### src/rtl/au_digit_serial_adder.sv
// Digit-serial adder: computes a + b + ci over ceil(WIDTH/DIGIT) cycles, LSB digit first,
// and reports the registered sum, carry-out and an all-zeros flag on a one-cycle done pulse.
module au_digit_serial_adder #(
  parameter int WIDTH = 8,
  parameter int DIGIT = 2
) (
  input  logic             clk,
  input  logic             rst_n,
  input  logic             start,
  input  logic [WIDTH-1:0] a,
  input  logic [WIDTH-1:0] b,
  input  logic             ci,
  output logic             busy,
  output logic             done,
  output logic [WIDTH-1:0] s,
  output logic             co,
  output logic             z
);

  localparam int N         = (WIDTH + DIGIT - 1) / DIGIT;
  localparam int PW        = N * DIGIT;
  localparam int CW        = (N > 1) ? $clog2(N) : 1;
  localparam int LAST_BITS = WIDTH - (N - 1) * DIGIT;
  localparam logic [DIGIT-1:0] LAST_MASK = {DIGIT{1'b1}} >> (DIGIT - LAST_BITS);
  localparam logic [CW-1:0]    CNT_LAST  = CW'(N - 1);

  if (WIDTH < 1) begin : g_bad_width
    $fatal(1, "au_digit_serial_adder: WIDTH=%0d is illegal, must be >= 1", WIDTH);
  end
  if (DIGIT < 1 || DIGIT > WIDTH) begin : g_bad_digit
    $fatal(1, "au_digit_serial_adder: DIGIT=%0d is illegal, must be in 1..WIDTH (%0d)",
           DIGIT, WIDTH);
  end

  typedef enum logic {IDLE, RUN} state_t;

  state_t          state, state_next;
  logic [PW-1:0]   a_sh, b_sh, sum_sh, sum_next;
  logic [CW-1:0]   cnt;
  logic            carry, zero, last;
  logic [DIGIT:0]  dsum;
  logic [DIGIT-1:0] dbits;

  assign busy = (state == RUN);

  // Operands shift right so the current digit is always at the bottom; the sum shifts in
  // from the top so that after N digits it sits LSB-aligned.
  // NOTE: every always_comb output gets a value before any branch, so no latch is inferred.
  always_comb begin
    dsum     = {1'b0, a_sh[DIGIT-1:0]} + {1'b0, b_sh[DIGIT-1:0]} + {{DIGIT{1'b0}}, carry};
    last     = (cnt == CNT_LAST);
    dbits    = last ? (dsum[DIGIT-1:0] & LAST_MASK) : dsum[DIGIT-1:0];
    sum_next = (sum_sh >> DIGIT) | (PW'(dbits) << (PW - DIGIT));
  end

  always_comb begin
    state_next = state;
    case (state)
      IDLE:    if (start) state_next = RUN;
      RUN:     if (last)  state_next = IDLE;
      default: state_next = IDLE;
    endcase
  end

  // NOTE: sequential state uses non-blocking assignments so every register samples
  // pre-edge values regardless of statement order.
  always_ff @(posedge clk or negedge rst_n) begin
    if (!rst_n) state <= IDLE;
    else        state <= state_next;
  end

  always_ff @(posedge clk or negedge rst_n) begin
    if (!rst_n) begin
      a_sh   <= '0;
      b_sh   <= '0;
      sum_sh <= '0;
      cnt    <= '0;
      carry  <= 1'b0;
      zero   <= 1'b0;
      done   <= 1'b0;
      s      <= '0;
      co     <= 1'b0;
      z      <= 1'b0;
    end else begin
      done <= 1'b0;
      if (state == IDLE) begin
        if (start) begin
          a_sh   <= PW'(a);
          b_sh   <= PW'(b);
          carry  <= ci;
          cnt    <= '0;
          sum_sh <= '0;
          zero   <= 1'b1;
        end
      end else begin
        a_sh   <= a_sh >> DIGIT;
        b_sh   <= b_sh >> DIGIT;
        carry  <= dsum[DIGIT];
        zero   <= zero & (dbits == '0);
        sum_sh <= sum_next;
        cnt    <= cnt + 1'b1;
        if (last) begin
          // On a short last digit the carry out of bit WIDTH-1 lands at LAST_BITS.
          done <= 1'b1;
          s    <= sum_next[WIDTH-1:0];
          co   <= dsum[LAST_BITS];
          z    <= zero & (dbits == '0);
        end
      end
    end
  end

endmodule

### config.mk
export PLATFORM = sky130hd
export DESIGN_NAME = au_digit_serial_adder
export DESIGN_NICKNAME = d
export VERILOG_FILES = /design/src/rtl/au_digit_serial_adder.sv
export SDC_FILE = /design/constraint.sdc
export NUM_CORES = 1
export LEC_CHECK = 0
export CAP_MARGIN = 20
export CORE_MARGIN = 2
export CORE_UTILIZATION = 47
export DETAILED_ROUTE_END_ITERATION = 6
export PLACE_DENSITY = 0.8
export SETUP_SLACK_MARGIN = 0.2
export SLEW_MARGIN = 20
export SYNTH_ARGS = -nofsm -noshare
export SYNTH_HDL_FRONTEND = slang
export SYNTH_SLANG_ARGS = --single-unit
export TNS_END_PERCENT = 30
### constraint.sdc
create_clock -name clk -period 2.7 [get_ports clk]
set_input_delay 0.27 -clock clk [delete_from_list [all_inputs] [get_ports clk]]
set_output_delay 0.27 -clock clk [all_outputs]
set_load 0.02 [all_outputs]
==> results of run 1 <==
==> sequential cells by signal (all words and copies together) (netlist names) <==
register	count
a_sh	8
busy	1
z	1
zero	1
s	8
co	1
carry	1
sum_sh	6
b_sh	8
cnt	2
done	1
==> logic make-up (layout without fill, tap and decap cells) <==
group	count (synthesis)	after routing	synth area share
compound gates	18	18	0.0636
fa+ha+maj	3	3	0.0318
buf+inv	19	51	0.0560
flops	38	38	0.575
mux	32	32	0.210
simple gates	25	25	0.0636
==> area by class of cell <==
class	instances	area (um^2)	share of cell area
timing repair buffer	33	320	0.158
sequential	38	951	0.470
clock buffer	7	45.0	0.0222
multi-input combinational	78	609	0.301
tap	46	57.6	0.0284
inverter	11	41.3	0.0204
==> layout by cell type (no fill, tap or decap) <==
master / Yosys / layout
mux2_4: 5 / 5
a22o_1: 4 / 4
mux2_2: 1 / 1
nand2_1: 14 / 14
clkbuf_1: 2 / 2
clkdlybuf4s50_1: 0 / 30
nor2_1: 6 / 6
buf_2: 2 / 1
nand2b_1: 4 / 4
mux2i_1: 26 / 26
fa_1: 2 / 2
ha_1: 1 / 1
inv_1: 11 / 11
clkbuf_4: 0 / 5
buf_4: 3 / 2
o21ai_0: 14 / 14
dfrtp_1: 38 / 38
nand3_1: 1 / 1
==> through the flow <==
step	power [mW]	setup WS, ps	cell area, um^2	hold WS (ps)	instances
after floorplan	1.45	1110	1650	-25.6	135
after global placement	1.69	1060	1980	395	206
after detailed placement	1.73	1010	1980	414	206
after CTS	1.99	701	2020	42.8	213
after global routing	2.12	604	2020	67.4	213
final	1.97	715	2020	11.3	213
==> worst reg2reg max path, stage by stage, from the launching register on <==
cell     delay, ps
dfrtp_1        680
nand2_1        490
mux2_4         430
==> metal layers <==
layer  share of wire  track usage  up-vias  wire, um
li1                -            -      510         -
met5               0            0        -         0
met1            0.46        0.192      502      1250
met4           0.013       0.0489        0        36
met2            0.47        0.255       34      1270
met3           0.059       0.0536        5       160
==> synth_stat cells <==
| library cell | instances | area (um^2) |
|---|---|---|
| dfrtp_1 | 38 | 951 |
| mux2i_1 | 26 | 260 |
| nand2_1 | 14 | 52.6 |
| o21ai_0 | 14 | 70.1 |
| inv_1 | 11 | 41.3 |
| nor2_1 | 6 | 22.5 |
| mux2_4 | 5 | 75.1 |
| a22o_1 | 4 | 35.0 |
| nand2b_1 | 4 | 25.0 |
| buf_4 | 3 | 22.5 |
| buf_2 | 2 | 10.0 |
| clkbuf_1 | 2 | 7.51 |
| fa_1 | 2 | 40.0 |
| buf_6 | 1 | 11.3 |
| ha_1 | 1 | 12.5 |
| mux2_2 | 1 | 11.3 |
| nand3_1 | 1 | 5.00 |
==> path summary, 6_finish.rpt <==
check | cells after the start | from | slack [ps] | to
worst max-delay path | 1 | busy$_DFF_PN0_ | 720 | busy
min in group clk | 2 | b_sh[2]$_DFFE_PN0P_ | 490 | b_sh[0]$_DFFE_PN0P_
worst min-delay path | 1 | rst_n | 10 | s[1]$_DFFE_PN0P_
max in group asynchronous | 1 | rst_n | 2170 | b_sh[6]$_DFFE_PN0P_
worst max register to register | 2 | busy$_DFF_PN0_ | 1000 | s[2]$_DFFE_PN0P_
worst min register to register | 2 | b_sh[2]$_DFFE_PN0P_ | 490 | b_sh[0]$_DFFE_PN0P_
==> power groups by stage <==
stage               logic [mW]  clock network [mW]  registers (mW)
CTS                      0.784               0.276           0.934
global placement         0.758                   0           0.933
global route             0.850               0.305           0.964
detailed placement       0.783                   0           0.947
floorplan                0.469                   0           0.985
finish                   0.773               0.264           0.932
==> impl_results.md, run 1 <==
- Status: completed
- Layout Nets: 190
- Top Family by Delay on Critical Path: buffers and inverters
- ANT nets after route: 0
- Num CTS Buffers: 5
- First-pass detailed-route iteration total: 4
- Fillers: a little over 300
- Post-route DRC: 0
- H-tree Lvls: 2
- Final setup TNS: 0 ps
- PortBufs: 31
- Slew HR: 0.459
- Std-Cell Rows: 21
- DRT iter0 DRCs: 42
- CP Data Arrival Time: 1710 ps
- Worst vdd ir: approximately 0.00045 V
- Critical Path Slowest Stage Cell: clkdlybuf4s50_1
- Slew Viols, Final: 0
- Critical path peak fanout: 17
- Skew-Pair Late Insertion Delay: approximately 330 ps
- Cells after Synth: around 140
- Mapped Area: between 1500 and 2000 um^2
- Layout cell share with drive strength beyond 1: 0.0838
- Leakage: approximately 0.99 nW
- Fin util: 0.602
- Max incr delay on CP: ~710 ps
- Register area share after synthesis: 0.575
- CP Cell Sequence: clkdlybuf4s50_1
- Synthesized Nets: between 150 and 200
- Final hold violations: 0
- GPL Wtd Cong: ~0.72
- Setup violators final: 0
- Buf/Inv on CP: 1
- Reg power frac: 0.473
- Largest net degree at the start of global routing: 39
- Flop and latch count out of synthesis: 38
- GRT Overall Usage: 0.155
- Clk pwr share: 0.134
- Final min period: 1980 ps
- Max Fclk: about 0.50 GHz
- Worst Tran Pin Value: 812 ps
- Vias per cell: just under 5
- Root Buffer: clkbuf_4
- P per Cell Area: between 900 and 1000 nW/um^2
- Die Wd: between 60 and 70 um
- Worst Skew: around 5.0 ps
- Post_cts resized: 0
- Total routed wirelength: 2.71 mm
- Ant. Diodes: 0
- Dpl hpwl: 1.96 mm
- Core area: between 3000 and 4000 um^2
- CTS tree: built
- Total grt overflow: 0
- Number of I/O pins: 32
- First-pass GRT wire length: 4.78 mm
- Starting density of the core: 0.491
- Post-CTS Setup Repair Bufs: 0
- Clock transition at the registers of the reported paths: roughly 100 ps
- WS Path Type: reg -> out
- Post-CTS Hold Buffers: 0
- Vias in the first global route: 1090
- Routed vias: roughly 1100
- Unrepaired setup endpoints after global routing: false
- Clk buf depth: 2
- Chip height: about 63 um
- Netlist cell types: 17
- Critical Path RT: 2430 ps
- Max_cap viols: 0
- Net switching power: 0.677 mW
- Internal power: about 1.3 mW
- Hold Crit Class: in -> async
- Tcrit/Tclk final: 0.735
- Setup crit end kind: output port
- Initial antenna violation count: 0
- Layout area overhead: 22.5%
- Drt wl/cell: about 13 um
- Launching element type of the critical path: flip-flop
- Ys Warns: 0
- Switching Share: 0.344
- CTS Sinks: 38
- Die area: between 4000 and 5000 um^2
- Mean Syn Cell Area: between 10 and 15 um^2
- Comb pwr share: 0.393
Power figures use the tool's default switching activity.
==> run 2, diff against run 1 <==
==> constraint.sdc (replaced) <==
create_clock -name clk -period 1.9 [get_ports clk]
set_input_delay 0.19 -clock clk [delete_from_list [all_inputs] [get_ports clk]]
set_output_delay 0.19 -clock clk [all_outputs]
set_load 0.02 [all_outputs]
==> run 2 against run 1 <==
Core utilization grew 1.3 points. Register-to-register slack worse by 730 ps. Clock power increased by 39%. Sequential power is 39% higher. Total power is 46% higher. Critical path type is now reg -> reg. Largest power group unchanged.
==> impl_results.md, run 2 (synthesized netlist as in run 1, its figures left out) <==
- Clock transition at the registers of the reported paths: 100 ps (about the same)
- Routed vias: 1061 (was 1051)
- Ant. Diodes: 0 (unchanged)
- DP Area: 1990 um^2 (was 1980 um^2)
- WS Path Type: reg -> reg (was reg -> out)
- First-pass GRT wire length: 4.86 mm (was 4.78 mm)
- CTS tree: built (unchanged)
- H-tree Lvls: 2 (unchanged)
- Hold depth: 3
- CTS Sinks: 38 (unchanged)
- Unrepaired setup endpoints after global routing: false (unchanged)
- Worst vdd ir: 0.000564 V (was 0.000447 V)
- Tcrit/Tclk final: 0.857
- Root Buffer: clkbuf_4 (unchanged)
- Max Fclk: a little over 0.6 GHz
- Setup slack, reg-to-reg: 270 ps (was 1000 ps)
- Layout cell share with drive strength beyond 1: 0.110 (was 0.0838)
- Hold_sp: a[7]
- Buf/Inv on CP: 2 (was 1)
- Die Wd: 63.3 um (unchanged)
- Std-Cell Rows: 21 (unchanged)
- Commonest non-fill, non-tap cell in the layout: dfrtp_1 (unchanged)
- Layout area overhead: 25.1% (was 22.5%)
- Total grt overflow: 0 (unchanged)
- Setup violators final: 0 (unchanged)
- First-pass detailed-route iteration total: 6 (was 4)
- GPL Wtd Cong: 0.722 (was 0.719)
- Status: completed (unchanged)
- PortBufs: 31 (unchanged)
- FF-to-FF path depth: 5 (was 2)
- Vias in the first global route: 1113 (was 1090)
- Worst Tran Pin Value: 812 ps (about the same)
- Max_cap viols: 0 (unchanged)
- Core area: 3360 um^2 (unchanged)
- Layout Nets: 195 (was 190)
- Hold path endpoint: a_sh[7]$_DFFE_PN0P_
- Placed insts: 208 (was 206)
- CP Cell Sequence: inv_1 > fa_2 > fa_1 > buf_4 > mux2i_1 (was clkdlybuf4s50_1)
- Die area: 4010 um^2 (unchanged)
- Post-route DRC: 0 (unchanged)
- Hold WS: 464 ps (was 11.3 ps)
- CP Data Arrival Time: 1880 ps (was 1710 ps)
- Drt wl/cell: 13.0 um (was 12.7 um)
- Largest net degree at the start of global routing: 39 (unchanged)
- Starting density of the core: 0.491 (unchanged)
- Most frequent cells in the layout: dfrtp_1 (38), clkdlybuf4s50_1 (30), mux2i_1 (26) (unchanged)
- Final worst slack: 272 ps (was 715 ps)
- Largest registers: a_sh (8), b_sh (8), s (8) (unchanged)
- Fin util: 0.615 (was 0.602)
- Vias per cell: 4.87 (was 4.93)
- Final hold violations: 0 (unchanged)
- Slew HR: 0.459 (about the same)
- Total routed wirelength: 2.84 mm (was 2.71 mm)
- DRT iter0 DRCs: 24 (was 42)
- Launching element type of the critical path: flip-flop (unchanged)
- Initial antenna violation count: 0 (unchanged)
- Setup crit end kind: flip-flop (was output port)
- RR Endpoint: s[7]$_DFFE_PN0P_ (was s[2]$_DFFE_PN0P_)
- Hold Crit Class: in -> reg (was in -> async)
- Worst R2R Start: a_sh[0]$_DFFE_PN0P_ (was busy$_DFF_PN0_)
- Leakage: 1.02 nW (was 0.992 nW)
- Dpl hpwl: 2.07 mm (was 1.96 mm)
- Final setup TNS: 0 ps (unchanged)
- Critical Path RT: 2160 ps (was 2430 ps)
- Final Instance Area: 2070 um^2 (was 2020 um^2)
- Number of I/O pins: 32 (unchanged)
- Overall power: 2.88 mW (was 1.97 mW)
- Critical path peak fanout: 2 (was 17)
- Slew Viols, Final: 0 (unchanged)
- Critical Path Slowest Stage Cell: fa_1 (was clkdlybuf4s50_1)
- Num CTS Buffers: 5 (unchanged)
- Final min period: around 1600 ps
- Top Family by Delay on Critical Path: adder cells (was buffers and inverters)
- Skew-Pair Late Insertion Delay: 330 ps (about the same)
- GRT Overall Usage: 0.159 (was 0.155)
- Max incr delay on CP: 460 ps (was 710 ps)
- Worst Skew: 2.94 ps (was 5.02 ps)
- P per Cell Area: 1390 nW/um^2 (was 972 nW/um^2)
- ANT nets after route: 0 (unchanged)
- Non-Filler Instances: 218 (was 213)
- Chip height: 63.3 um (unchanged)
- Setup Slack @ Placement: 196 ps (was 1010 ps)
- Clk buf depth: 2 (unchanged)
==> run 2: repair_timing <==
item	4_1_cts	5_1_grt
buffers inserted	1	1
hold buffers	1	0
endpoints found under the setup margin	1	4
pin swaps	1	1
resized for setup	1	0
hold endpoints to repair	38	0
==> run 2: cell type report <==
type	count	area, um^2
Fill cell	298	1300
Sequential cell	38	951
Multi-Input combinational cell	78	612
Timing Repair Buffer	38	360
Tap cell	46	57.6
Clock buffer	7	45.0
Inverter	11	41.3
==> run 2: how the worst max path moves through the flow <==
stage	slack [ps]	start	cells after the start	end
2_1_floorplan	310	a_sh[0]$_DFFE_PN0P_	5	z$_DFFE_PN0P_
3_3_place_gp	280	a_sh[0]$_DFFE_PN0P_	5	z$_DFFE_PN0P_
3_5_place_dp	200	a_sh[0]$_DFFE_PN0P_	5	z$_DFFE_PN0P_
4_1_cts	230	a_sh[0]$_DFFE_PN0P_	5	s[7]$_DFFE_PN0P_
5_1_grt	210	a_sh[0]$_DFFE_PN0P_	5	sum_sh[7]$_DFFE_PN0P_
6_report	270	a_sh[0]$_DFFE_PN0P_	5	s[7]$_DFFE_PN0P_
==> run 2: power breakdown <==
group          internal, mW  switching, mW  total (mW)
registers              1.12          0.182        1.30
clock network         0.140          0.229       0.368
logic                 0.637          0.575        1.21
total                  1.89          0.986        2.88
==> run 2: worst min-delay path, delay by kind of cell <==
family | cells | cell delay [ps]
buffers and inverters | 1 | 400
muxes | 1 | 130
and+or+nand+nor | 1 | 50
==> run 2: layer usage <==
| layer | vias to the layer above | GRT usage | share of wire |
|---|---|---|---|
| li1 | 518 | - | - |
| met1 | 507 | 0.176 | 0.43 |
| met2 | 30 | 0.281 | 0.50 |
| met3 | 6 | 0.0643 | 0.058 |
| met4 | 0 | 0.0489 | 0.012 |
| met5 | - | 0 | 0 |
==> run 3, diff against run 2 <==
--- a/config.mk
+++ b/config.mk
@@ -15,4 +15,4 @@
 export SYNTH_ARGS = -nofsm -noshare
 export SYNTH_HDL_FRONTEND = slang
 export SYNTH_SLANG_ARGS = --single-unit
-export TNS_END_PERCENT = 30
+export TNS_END_PERCENT = 5
==> constraint.sdc (replaced) <==
create_clock -name clk -period 2.1 [get_ports clk]
set_input_delay 0.21 -clock clk [delete_from_list [all_inputs] [get_ports clk]]
set_output_delay 0.21 -clock clk [all_outputs]
set_load 0.02 [all_outputs]
==> run 3 against run 2 <==
Wire length up 2.2%. Global-route usage grew 0.19 points. Sequential power is 10% lower. First-iteration DRC count is 33% higher. Critical path depth stayed put. Worst setup slack improved by 110 ps. Clock skew is 3.7 ps higher. Worst hold slack improved by 18 ps. Via count up 1.0%. Maximum frequency is 5.1% lower. Final area decreased by 0.48%. Largest cell class unchanged. Largest power group unchanged.
==> impl_results.md, run 3 (synthesized netlist as in run 1, its figures left out) <==
- Worst Skew: 6.67 ps (was 2.94 ps)
- DRT iter0 DRCs: 32 (was 24)
- Final hold violations: 0 (unchanged)
- GPL Wtd Cong: 0.733 (was 0.722)
- Fin util: 0.612 (was 0.615)
- Routed vias: 1072 (was 1061)
- CTS tree: built (unchanged)
- Critical Path Sink: z$_DFFE_PN0P_ (was s[7]$_DFFE_PN0P_)
- Number of I/O pins: 32 (unchanged)
- Vias in the first global route: 1158 (was 1113)
- First-pass GRT wire length: 5.08 mm (was 4.86 mm)
- Max incr delay on CP: 540 ps (was 460 ps)
- Most frequent cells in the layout: dfrtp_1 (38), clkdlybuf4s50_1 (30), mux2i_1 (26) (unchanged)
- CP Data Arrival Time: 1970 ps (was 1880 ps)
- Setup crit end kind: flip-flop (unchanged)
- Die Wd: 63.3 um (unchanged)
- Layout cell share with drive strength beyond 1: 0.100 (was 0.110)
- Initial antenna violation count: 0 (unchanged)
- Fillers: 325 (was 298)
- Switching Share: 0.343 (about the same)
- Final min period: 1710 ps (was 1630 ps)
- Setup Slack @ Placement: 384 ps (was 196 ps)
- Ant. Diodes: 0 (unchanged)
- Critical Path Slowest Stage Cell: fa_1 (unchanged)
- Core area: 3360 um^2 (unchanged)
- Layout area overhead: 24.5% (was 25.1%)
- Largest net degree at the start of global routing: 39 (unchanged)
- Launching element type of the critical path: flip-flop (unchanged)
- P per Cell Area: 1260 nW/um^2 (was 1390 nW/um^2)
- Setup crit start: a_sh[0]$_DFFE_PN0P_ (unchanged)
- Comb pwr share: 0.402 (was 0.421)
- H-tree Lvls: 2 (unchanged)
- CTS Sinks: 38 (unchanged)
- Starting density of the core: 0.491 (unchanged)
- Hold WS: 482 ps (was 464 ps)
- Most Frequent Cell on Critical Path: fa_1
- Internal power: 1.71 mW (was 1.89 mW)
- WS Path Type: reg -> reg (unchanged)
- Drt wl/cell: 13.4 um (was 13.0 um)
- Net switching power: 0.893 mW (was 0.986 mW)
- Tcrit/Tclk final: 0.817 (was 0.857)
- Slew HR: 0.445 (was 0.459)
- Worst vdd ir: 0.000538 V (was 0.000564 V)
- Dpl hpwl: 2.08 mm (was 2.07 mm)
- Leakage: 1.01 nW (was 1.02 nW)
- Clk buf depth: 2 (unchanged)
- Final worst slack: 385 ps (was 272 ps)
- CP Cell Sequence: inv_1 > fa_1 > fa_1 > nand3_1 > mux2i_1 (was inv_1 > fa_2 > fa_1 > buf_4 > mux2i_1)
- Final setup TNS: 0 ps (unchanged)
- Chip height: 63.3 um (unchanged)
- Largest registers: a_sh (8), b_sh (8), s (8) (unchanged)
- DP Area: 1990 um^2 (about the same)
- Setup slack, reg-to-reg: 390 ps (was 270 ps)
- Hold_sp: b[7] (was a[7])
- Unrepaired setup endpoints after global routing: false (unchanged)
- Critical path peak fanout: 3 (was 2)
- Vias per cell: 4.96 (was 4.87)
- Overall power: 2.60 mW (was 2.88 mW)
- GRT Overall Usage: 0.161 (was 0.159)
- Root Buffer: clkbuf_4 (unchanged)
- First-pass detailed-route iteration total: 4 (was 6)
- Post-route DRC: 0 (unchanged)
- Max_cap viols: 0 (unchanged)
- Skew-Pair Late Insertion Delay: 330 ps (about the same)
- Status: completed (unchanged)
- FF-to-FF path depth: 5 (unchanged)
- Reg power frac: 0.451 (about the same)
- Max Fclk: 0.583 GHz (was 0.614 GHz)
- Clk pwr share: 0.147 (was 0.128)
- Non-Filler Instances: 216 (was 218)
- Setup violators final: 0 (unchanged)
- Hold Crit Class: in -> reg (unchanged)
- Worst R2R Start: a_sh[0]$_DFFE_PN0P_ (unchanged)
- PortBufs: 31 (unchanged)
- Final Instance Area: 2060 um^2 (was 2070 um^2)
- Total routed wirelength: 2.90 mm (was 2.84 mm)
- Worst Tran Pin Value: 833 ps (was 812 ps)
- Die area: 4010 um^2 (unchanged)
- Critical Path RT: 2360 ps (was 2160 ps)
- RR Endpoint: z$_DFFE_PN0P_ (was s[7]$_DFFE_PN0P_)
- Clock transition at the registers of the reported paths: 110 ps (was 100 ps)
- Slew Viols, Final: 0 (unchanged)
- Num CTS Buffers: 5 (unchanged)
- ANT nets after route: 0 (unchanged)
- Layout Nets: 192 (was 195)
- Total grt overflow: 0 (unchanged)
- Placed insts: 207 (was 208)
- Std-Cell Rows: 21 (unchanged)
- Commonest non-fill, non-tap cell in the layout: dfrtp_1 (unchanged)
- Post-CTS Setup Repair Bufs: 0 (was 1)
-- run 3: cell count changes in the layout (fill, tap and decap cells not counted) --
cell / previous run / this run
buf_4: 6 / 3
clkbuf_1: 2 / 1
clkbuf_8: 0 / 1
clkinv_2: 0 / 1
fa_1: 1 / 2
fa_2: 1 / 0
-- run 3: worst min-delay path by stage --
| stage | to | slack, ps | cells after the start |
|---|---|---|---|
| global route | b_sh[7]$_DFFE_PN0P_ | 460 | 3 |
| finish | b_sh[7]$_DFFE_PN0P_ | 480 | 3 |
| CTS | b_sh[7]$_DFFE_PN0P_ | 460 | 3 |
| floorplan | a_sh[0]$_DFFE_PN0P_ | -90 | 0 |
| detailed placement | s[1]$_DFFE_PN0P_ | 360 | 1 |
| global placement | s[2]$_DFFE_PN0P_ | 340 | 1 |
-- run 3: area by class of cell --
cell class,instances,area [um^2],share of cell area
repair buffers,35,338,0.164
flip-flops and latches,38,951,0.462
inverters,11,41.3,0.0201
multi-input cells,78,609,0.296
well taps,46,57.6,0.0280
clock inverters,1,5.00,0.00243
clock buffers,7,55.1,0.0268
-- run 3: what timing repair did --
item / 4_1_cts / 5_1_grt
endpoints found under the setup margin: 0 / 0
resized for setup: 0 / 0
hold buffers: 1 / 0
endpoints found under the hold margin: 38 / 0
-- run 3: power groups by stage --
stage / clock [mW] / sequential, mW / combinational, mW
after floorplan: 0 / 1.27 / 0.603
after global placement: 0 / 1.17 / 1.01
after detailed placement: 0 / 1.19 / 1.06
after CTS: 0.402 / 1.18 / 1.06
after global routing: 0.445 / 1.21 / 1.15
final: 0.382 / 1.17 / 1.05
-- run 3: metal layers --
| layer | share of wire | vias to the layer above | GRT usage | routed length, um |
|---|---|---|---|---|
| met5 | 0 | - | 0 | 0 |
| met4 | 0.0059 | 0 | 0.0543 | 17 |
| met3 | 0.051 | 4 | 0.0571 | 149 |
| met2 | 0.51 | 32 | 0.274 | 1480 |
| met1 | 0.43 | 522 | 0.190 | 1260 |
| li1 | - | 514 | - | - |
-- run 3: critical path, delay by kind of cell (launching register included) --
family / cells / cell delay, ps
multiplexers: 1 / 140
flip-flops: 1 / 360
AND/OR/NAND/NOR: 1 / 100
adder cells (fa/ha/maj): 2 / 970
buffers and inverters: 1 / 60
